$ cat config.mk
export PLATFORM = sky130hd
export DESIGN_NAME = gnrc_slice_chain
export DESIGN_NICKNAME = d
export VERILOG_FILES = /design/src/rtl/gnrc_pkg.sv /design/src/rtl/gnrc_slice.sv /design/src/rtl/gnrc_slice_chain.sv
export SDC_FILE = /design/constraint.sdc
export NUM_CORES = 1
export LEC_CHECK = 0
export ABC_CLOCK_PERIOD_IN_PS = 2800
export BUFFER_PORTS_ARGS = -buffer_cell sky130_fd_sc_hd__buf_2
export CORE_AREA = 2 2 83 144
export CTS_CLUSTER_DIAMETER = 40
export DETAILED_ROUTE_END_ITERATION = 8
export DIE_AREA = 0 0 85 146
export PLACE_DENSITY = 0.7
export SLEW_MARGIN = 20
export SYNTH_ARGS = -nofsm -noshare
export SYNTH_HDL_FRONTEND = slang
export SYNTH_SLANG_ARGS = --single-unit
$ cat constraint.sdc
create_clock -name clk_i -period 2.8 [get_ports clk_i]
set_clock_uncertainty 0.05 [all_clocks]
set_input_delay 0 -clock clk_i [delete_from_list [all_inputs] [get_ports clk_i]]
set_output_delay 0 -clock clk_i [all_outputs]
set_load 0.02 [all_outputs]
$ cat src/rtl/gnrc_pkg.sv
// gnrc_pkg: shared helpers for the gnrc valid/ready slice family.
// Per-stage capacity rule and the occupancy counter width rule.
package gnrc_pkg;

  localparam int GNRC_MAX_DEPTH = 16;

  function automatic int gnrc_slice_cap(bit fq, bit bq);
    return int'(fq) + int'(bq);
  endfunction

  function automatic int gnrc_occ_w(int depth);
    return $clog2(2 * depth + 1);
  endfunction

endpackage

$ cat src/rtl/gnrc_slice.sv
// gnrc_slice: one valid/ready register slice with optional forward
// register and optional registered-ready skid entry.
module gnrc_slice #(
  parameter int DW         = 32,
  parameter int FORWARD_Q  = 1,
  parameter int BACKWARD_Q = 1
) (
  input  logic          clk_i,
  input  logic          rst_ni,
  input  logic          flush_i,
  input  logic          valid_i,
  input  logic [DW-1:0] data_i,
  output logic          ready_o,
  output logic          valid_o,
  output logic [DW-1:0] data_o,
  input  logic          ready_i
);

  if (FORWARD_Q != 0 && BACKWARD_Q != 0) begin : g_full
    logic          vq;
    logic          sv;
    logic [DW-1:0] dq;
    logic [DW-1:0] sd;
    logic          out_ld;
    logic          in_fire;

    assign in_fire = valid_i & ~sv;
    assign out_ld  = ~vq | ready_i;

    always_ff @(posedge clk_i or negedge rst_ni) begin
      if (!rst_ni) begin
        vq <= 1'b0;
        sv <= 1'b0;
      end else if (flush_i) begin
        vq <= 1'b0;
        sv <= 1'b0;
      end else if (out_ld) begin
        // skid drains first; input is blocked while it is full
        vq <= sv | valid_i;
        sv <= 1'b0;
      end else if (in_fire) begin
        sv <= 1'b1;
      end
    end

    always_ff @(posedge clk_i) begin
      if (out_ld)
        dq <= sv ? sd : data_i;
      if (!out_ld && in_fire)
        sd <= data_i;
    end

    assign ready_o = ~sv;
    assign valid_o = vq;
    assign data_o  = dq;
  end else if (FORWARD_Q != 0) begin : g_fwd
    logic          vq;
    logic [DW-1:0] dq;

    assign ready_o = ~vq | ready_i;

    always_ff @(posedge clk_i or negedge rst_ni) begin
      if (!rst_ni)
        vq <= 1'b0;
      else if (flush_i)
        vq <= 1'b0;
      else if (ready_o)
        vq <= valid_i;
    end

    always_ff @(posedge clk_i) begin
      if (ready_o && valid_i)
        dq <= data_i;
    end

    assign valid_o = vq;
    assign data_o  = dq;
  end else if (BACKWARD_Q != 0) begin : g_bwd
    logic          sv;
    logic [DW-1:0] sd;

    always_ff @(posedge clk_i or negedge rst_ni) begin
      if (!rst_ni)
        sv <= 1'b0;
      else if (flush_i)
        sv <= 1'b0;
      else if (sv) begin
        if (ready_i)
          sv <= 1'b0;
      end else if (valid_i && !ready_i)
        sv <= 1'b1;
    end

    always_ff @(posedge clk_i) begin
      if (!sv && valid_i && !ready_i)
        sd <= data_i;
    end

    assign ready_o = ~sv;
    assign valid_o = sv | valid_i;
    assign data_o  = sv ? sd : data_i;
  end else begin : g_pass
    assign ready_o = ready_i;
    assign valid_o = valid_i;
    assign data_o  = data_i;
  end

endmodule

$ cat src/rtl/gnrc_slice_chain.sv
// gnrc_slice_chain: DEPTH cascaded gnrc_slice stages with flush gating.
// Define GNRC_SLICE_CHAIN_STAT_EN to build the occupancy counter.
module gnrc_slice_chain
  import gnrc_pkg::*;
#(
  parameter int DW         = 32,
  parameter int DEPTH      = 2,
  parameter int FORWARD_Q  = 1,
  parameter int BACKWARD_Q = 1,
  localparam int OW        = gnrc_occ_w(DEPTH)
) (
  input  logic          clk_i,
  input  logic          rst_ni,
  input  logic          flush_i,
  input  logic          valid_i,
  input  logic [DW-1:0] data_i,
  output logic          ready_o,
  output logic          valid_o,
  output logic [DW-1:0] data_o,
  input  logic          ready_i,
  output logic [OW-1:0] occ_o
);

  logic [DEPTH:0]         v;
  logic [DEPTH:0]         r;
  logic [DEPTH:0][DW-1:0] d;

  assign v[0]     = valid_i & ~flush_i;
  assign d[0]     = data_i;
  assign r[DEPTH] = ready_i & ~flush_i;
  assign ready_o  = r[0] & ~flush_i;
  assign valid_o  = v[DEPTH] & ~flush_i;
  assign data_o   = d[DEPTH];

  for (genvar i = 0; i < DEPTH; i++) begin : g_st
    gnrc_slice #(
      .DW        (DW),
      .FORWARD_Q (FORWARD_Q),
      .BACKWARD_Q(BACKWARD_Q)
    ) u_slice (
      .clk_i  (clk_i),
      .rst_ni (rst_ni),
      .flush_i(flush_i),
      .valid_i(v[i]),
      .data_i (d[i]),
      .ready_o(r[i]),
      .valid_o(v[i+1]),
      .data_o (d[i+1]),
      .ready_i(r[i+1])
    );
  end

`ifdef GNRC_SLICE_CHAIN_STAT_EN
  localparam int CAP = gnrc_slice_cap(FORWARD_Q != 0, BACKWARD_Q != 0);

  logic          in_f;
  logic          out_f;
  logic [OW-1:0] occ_q;

  assign in_f  = valid_i & ready_o;
  assign out_f = valid_o & ready_i;

  always_ff @(posedge clk_i or negedge rst_ni) begin
    if (!rst_ni)
      occ_q <= '0;
    else if (flush_i)
      occ_q <= '0;
    else if (in_f && !out_f)
      occ_q <= occ_q + OW'(1);
    else if (out_f && !in_f)
      occ_q <= occ_q - OW'(1);
  end

  // a fully combinational chain never holds anything
  assign occ_o = (CAP == 0) ? '0 : occ_q;
`else
  assign occ_o = '0;
`endif

endmodule

**Word-level counts from Yosys, hierarchy flattened**

Cells that the tools add are included.

- Word-level logic and storage cells: 43
- Register bits: 132
- Output and inout port bits: 37
- Input port bits: 37

- Bitwise gates (word level): 15
- Reduce and logical (&&, ||, !) cells: 8
- Mux-type cells: 12

Operators by type and width:

| operator | number |
|---|---|
| 32-bit 2-to-1 mux | 2 |
| 1-bit 2-to-1 mux | 10 |
| 1-bit AND | 6 |
| 3-bit nonzero test | 2 |
| 1-bit NOT | 5 |
| 1-bit bitwise OR | 4 |
| 2-bit nonzero test | 2 |
| 1-bit logical AND | 2 |
| 1-bit logical NOT | 2 |

**Depth between registers and ports, before layout**

- Depth in word-level cells: 6
- Mapped depth: 4
- Mapped depth without buffers: 2

**Hierarchy**

A second synthesis with hierarchy kept.

- Cells, all modules: 224
- Area, all modules: 5113.7 um^2

Modules (own cells, without submodules):

| module | times used | area each (um^2) | cells each | sequential area each (um^2) |
|---|---|---|---|---|
| gnrc_slice | 2 | 2531.2 | 108 | 1971.9 |
| gnrc_slice_chain | 1 | 51.3 | 8 | 0.0 |

**Worst setup path after synthesis**

OpenSTA, ideal clock, no wires.

- Path kind: input to register
- Start: input port ready_i
- End: register g_st[1].u_slice.g_full.dq[0] (enable)
- Path buffers: 0
- Slack: -0.034 ns
- Data required time: 2.284 ns
- Data arrival time: 2.318 ns
- Stages on the path: 2
- Library setup time: 0.466 ns
- Cell sequence: inv_1 -> o21ai_0

- Cells in the longest elaborated chain, start to end: 2

RTL lines:

| what | RTL line | RTL |
|---|---|---|
| from (decl) | gnrc_slice_chain.sv:20 | `input logic ready_i,` |
| 1-bit AND | gnrc_slice_chain.sv:30 | `assign r[DEPTH] = ready_i & ~flush_i;` |
| 1-bit bitwise OR | gnrc_slice.sv:28 | `assign out_ld = ~vq \| ready_i;` |
| named net g_st[1].u_slice.g_full.out_ld | gnrc_slice.sv:24 | `logic out_ld;` |
| to (signal assigned) | gnrc_slice.sv:48 | `dq <= sv ? sd : data_i;` |
| to (decl) | gnrc_slice.sv:22 | `logic [DW-1:0] dq;` |

The timed path passes the listed nets, and every way through them passes these cells.
A chain may end at the register's enable or synchronous reset.

**Worst setup path after layout**

- Start: register g_st[1].u_slice.g_full.sv
- End: register g_st[1].u_slice.g_full.sv

- Cells in the longest elaborated chain, start to end: 3

RTL lines:

| what | RTL line | RTL |
|---|---|---|
| from (decl) | gnrc_slice.sv:21 | `logic sv;` |
| from (signal assigned) | gnrc_slice.sv:33 | `sv <= 1'b0;` |
| from (signal assigned) | gnrc_slice.sv:36 | `sv <= 1'b0;` |
| from (signal assigned) | gnrc_slice.sv:40 | `sv <= 1'b0;` |
| 1-bit NOT | gnrc_slice.sv:27 | `assign in_fire = valid_i & ~sv;` |
| 1-bit AND | gnrc_slice.sv:27 |  |
| 3-bit nonzero test (no line) | - |  |

No other way between the ends.

==> results.sh <==
export IMPL_synth_seq_cells=132
export IMPL_wl_met3_um=332
export IMPL_syn_avg_cell_area_sq_um=21.11
export IMPL_drt_met1_wl_um=2884
export IMPL_path_max_fanout=25
export IMPL_wl_met2_um=4389
export IMPL_drive_gt1_frac=0.4931
export IMPL_setup_violations_final=0
export IMPL_whs_path_depth=2
export IMPL_p_leak_nw=2.485
export IMPL_die_area_sq_mm=0.01241
export IMPL_outcome="finished clean"
export IMPL_cts_sinks=132
export IMPL_seq_area_sq_mm=0.003946
export IMPL_synthFlopType="edfxtp_1"
export IMPL_viasPerCell=4.801
export IMPL_worstPathArrival_ps=2290
export IMPL_antenna_found_initial=0
export IMPL_die_w_um=85
export IMPL_hold_violations=0
export IMPL_gr_total_overflow=0
export IMPL_core_area_sq_mm=0.01117
export IMPL_hold_path_startpoint="data_i[22]"
export IMPL_start_kind="register"
export IMPL_path_cells="buf_4 > nor2_2 > nor3b_1 > dlygate4sd3_1"
export IMPL_num_rows=51
export IMPL_seq_area_frac_synth=0.7327
export IMPL_tns_ps=0
export IMPL_num_vias=2367
export IMPL_drc_errors=0
export IMPL_synthSimpleGateAreaFrac=0.01278
export IMPL_hp_class="in2reg"
export IMPL_clockBufferDepth=2
export IMPL_total_power_mw=4.611
export IMPL_cts_root_buffer="clkbuf_16"
export IMPL_initial_core_util=0.4820
export IMPL_first_pass_iters=4
export IMPL_worst_hold_slack_ps=266.2
export IMPL_num_antenna_cells=0
export IMPL_worst_ir_drop_vdd_mv=0.4927
export IMPL_slew_violations=0
export IMPL_synth_top_family_by_area="multiplexers"
export IMPL_worst_pin_slew_ps=1059
export IMPL_synth_top_cell_area_share=0.7141
export IMPL_endpoint_kind="register"
export IMPL_netlist_instances=255
export IMPL_synthAdderAreaFrac=0
export IMPL_grt_max_degree=35
export IMPL_cp_required_ps=3090
export IMPL_ys_async_sr_fraction=0.03030
export IMPL_htreeDepth=4
export IMPL_synth_area_leaders="edfxtp_1 (71%), mux2_4 (15%), buf_4 (4.9%)"
export IMPL_synth_compound_area_frac=0.004881
export IMPL_period_share=0.7130
export IMPL_worstReg2RegEnd="g_st[1].u_slice.g_full.sv$_DFFE_PN0P_"
export IMPL_maxCapViolCount=0
export IMPL_layout_nets=385
export IMPL_maxSlewHeadroom=0.2910
export IMPL_grt_pass1_vias=2575
export IMPL_hold_path_endpoint="g_st[0].u_slice.g_full.sd[22]$_DFFE_PP_"
export IMPL_r2r_slack_ps=800
export IMPL_place_gp_congestion=0.6619
export IMPL_multiInputGateArea_sq_mm=0.001046
export IMPL_die_h_um=146
export IMPL_powerDensity_mw_per_mm2=707.6
export IMPL_cts_resized=0
export IMPL_synth_warnings=0
export IMPL_dp_hpwl_um=4949
export IMPL_clock_latency_ps=400
export IMPL_synth_most_common_cell="edfxtp_1"
export IMPL_period_needed_ps=1996
export IMPL_timing_rr_start="g_st[1].u_slice.g_full.sv$_DFFE_PN0P_"
export IMPL_synth_edf_count=128
export IMPL_netlist_area_sq_mm=0.005383
export IMPL_area_delta_synth_final_pct=21.06
export IMPL_clk_transition_reported_paths_ps=60
export IMPL_track_usage=0.1340
export IMPL_synth_xor_area_frac=0
export IMPL_wl_per_cell_um=15.74
export IMPL_numCtsBuffers=17
export IMPL_synthMuxAreaShare=0.1722
export IMPL_top_layer="met4"
export IMPL_cpPeakStageDelay_ps=570
export IMPL_rsz0062_at_grt="false"
export IMPL_slowest_stage="dlygate4sd3_1"
export IMPL_io_buffers=70
export IMPL_ys_types=20
export IMPL_grt_pass1_wl_um=12610
export IMPL_yosysTopAreaCell="edfxtp_1"
export IMPL_antenna_left=0
export IMPL_reg2reg_depth=4
export IMPL_n_fill_cell=813
export IMPL_drt_wl_total_um=7760
export IMPL_timing_fmax_ghz=0.5009
export IMPL_synthTopCellsByCount="edfxtp_1 (128), mux2_4 (55), buf_4 (35)"
export IMPL_fin_util=0.5835
export IMPL_drt_initial_drc_count=89
export IMPL_cts_tree="done"
export IMPL_critPathKind="reg2reg"
export IMPL_io_pins=74
## kinds of logic after synthesis
logic type | count (synthesis)
DFF | 132
muxes | 64
buffers and inverters | 45
and+or+nand+nor | 9
AOI/OAI and AO/OA | 4
other | 1
## cell type report
class                           instances  area share
Multi-Input combinational cell         80      0.1605
Clock buffer                           18     0.06586
Tap cell                              132     0.02535
Timing Repair Buffer                  115      0.1202
Sequential cell                       132      0.6056
Clock inverter                         14     0.02131
Inverter                                2    0.001152
## through the flow
step                cell area, sq um  setup WS, ps  cells
floorplan                       5390         220.8    257
global placement                5568         972.9    423
detailed placement              5568         933.4    423
CTS                             6516         793.8    493
global route                    6516         695.7    493
finish                          6516         803.7    493
## worst max-delay path, delay by kind of cell (launching register included)
kind | cells | cell delay (ps)
buffers and inverters | 2 | 1040
DFF | 1 | 550
and+or+nand+nor | 2 | 280
## how the worst max path moves through the flow
stage,slack [ps],cells past startpoint,end,startpoint
after floorplan,220,3,g_st[0].u_slice.g_full.sd[0]$_DFFE_PP_,g_st[1].u_slice.g_full.sv$_DFFE_PN0P_
after global placement,970,2,g_st[0].u_slice.data_o[20]$_DFFE_PP_,g_st[0].u_slice.g_full.sv$_DFFE_PN0P_
after detailed placement,930,2,g_st[0].u_slice.data_o[17]$_DFFE_PP_,g_st[0].u_slice.g_full.sv$_DFFE_PN0P_
after CTS,790,4,g_st[1].u_slice.g_full.sv$_DFFE_PN0P_,g_st[1].u_slice.g_full.sv$_DFFE_PN0P_
after global routing,700,4,g_st[1].u_slice.g_full.sv$_DFFE_PN0P_,g_st[1].u_slice.g_full.sv$_DFFE_PN0P_
final,800,4,g_st[1].u_slice.g_full.sv$_DFFE_PN0P_,g_st[1].u_slice.g_full.sv$_DFFE_PN0P_
## power breakdown
part           internal (mW)  leakage, nW  total, mW  switching (mW)
Sequential              2.25         1.30       2.27          0.0262
Combinational          0.140        0.921      0.262           0.122
Clock                   1.30        0.265       2.08           0.777
## flip-flops by register name, summed over array words and instances, names as in the netlist
name,cells
g_st.u_slice.data_o,64
g_st.u_slice.g_full.sd,64
g_st.u_slice.g_full.sv,2
g_st.u_slice.valid_o,2
## cell usage in the layout, fill, tap and decap left out, drive strengths merged, types with 2 or more instances in the layout
cell type	count
clkinvlp	5
mux2	64
dlygate4sd3	38
edfxtp	128
bufinv	2
nor2	3
inv	2
buf	77
dfrtp	4
a21oi	2
conb	3
clkinv	7
clkbuf	18
## routing by layer
metal / track usage / up-vias
met5: 0 / -
met4: 0.06429 / 0
met3: 0.04141 / 12
met2: 0.2441 / 60
met1: 0.1345 / 1173
li1: - / 1122
## timing repair
action | in CTS | in global routing
endpoints found under the hold margin | 72 | 0
setup buffers | 0 | 0
hold buffers | 38 | 0
No activity file was read; power rests on OpenSTA's default activity.
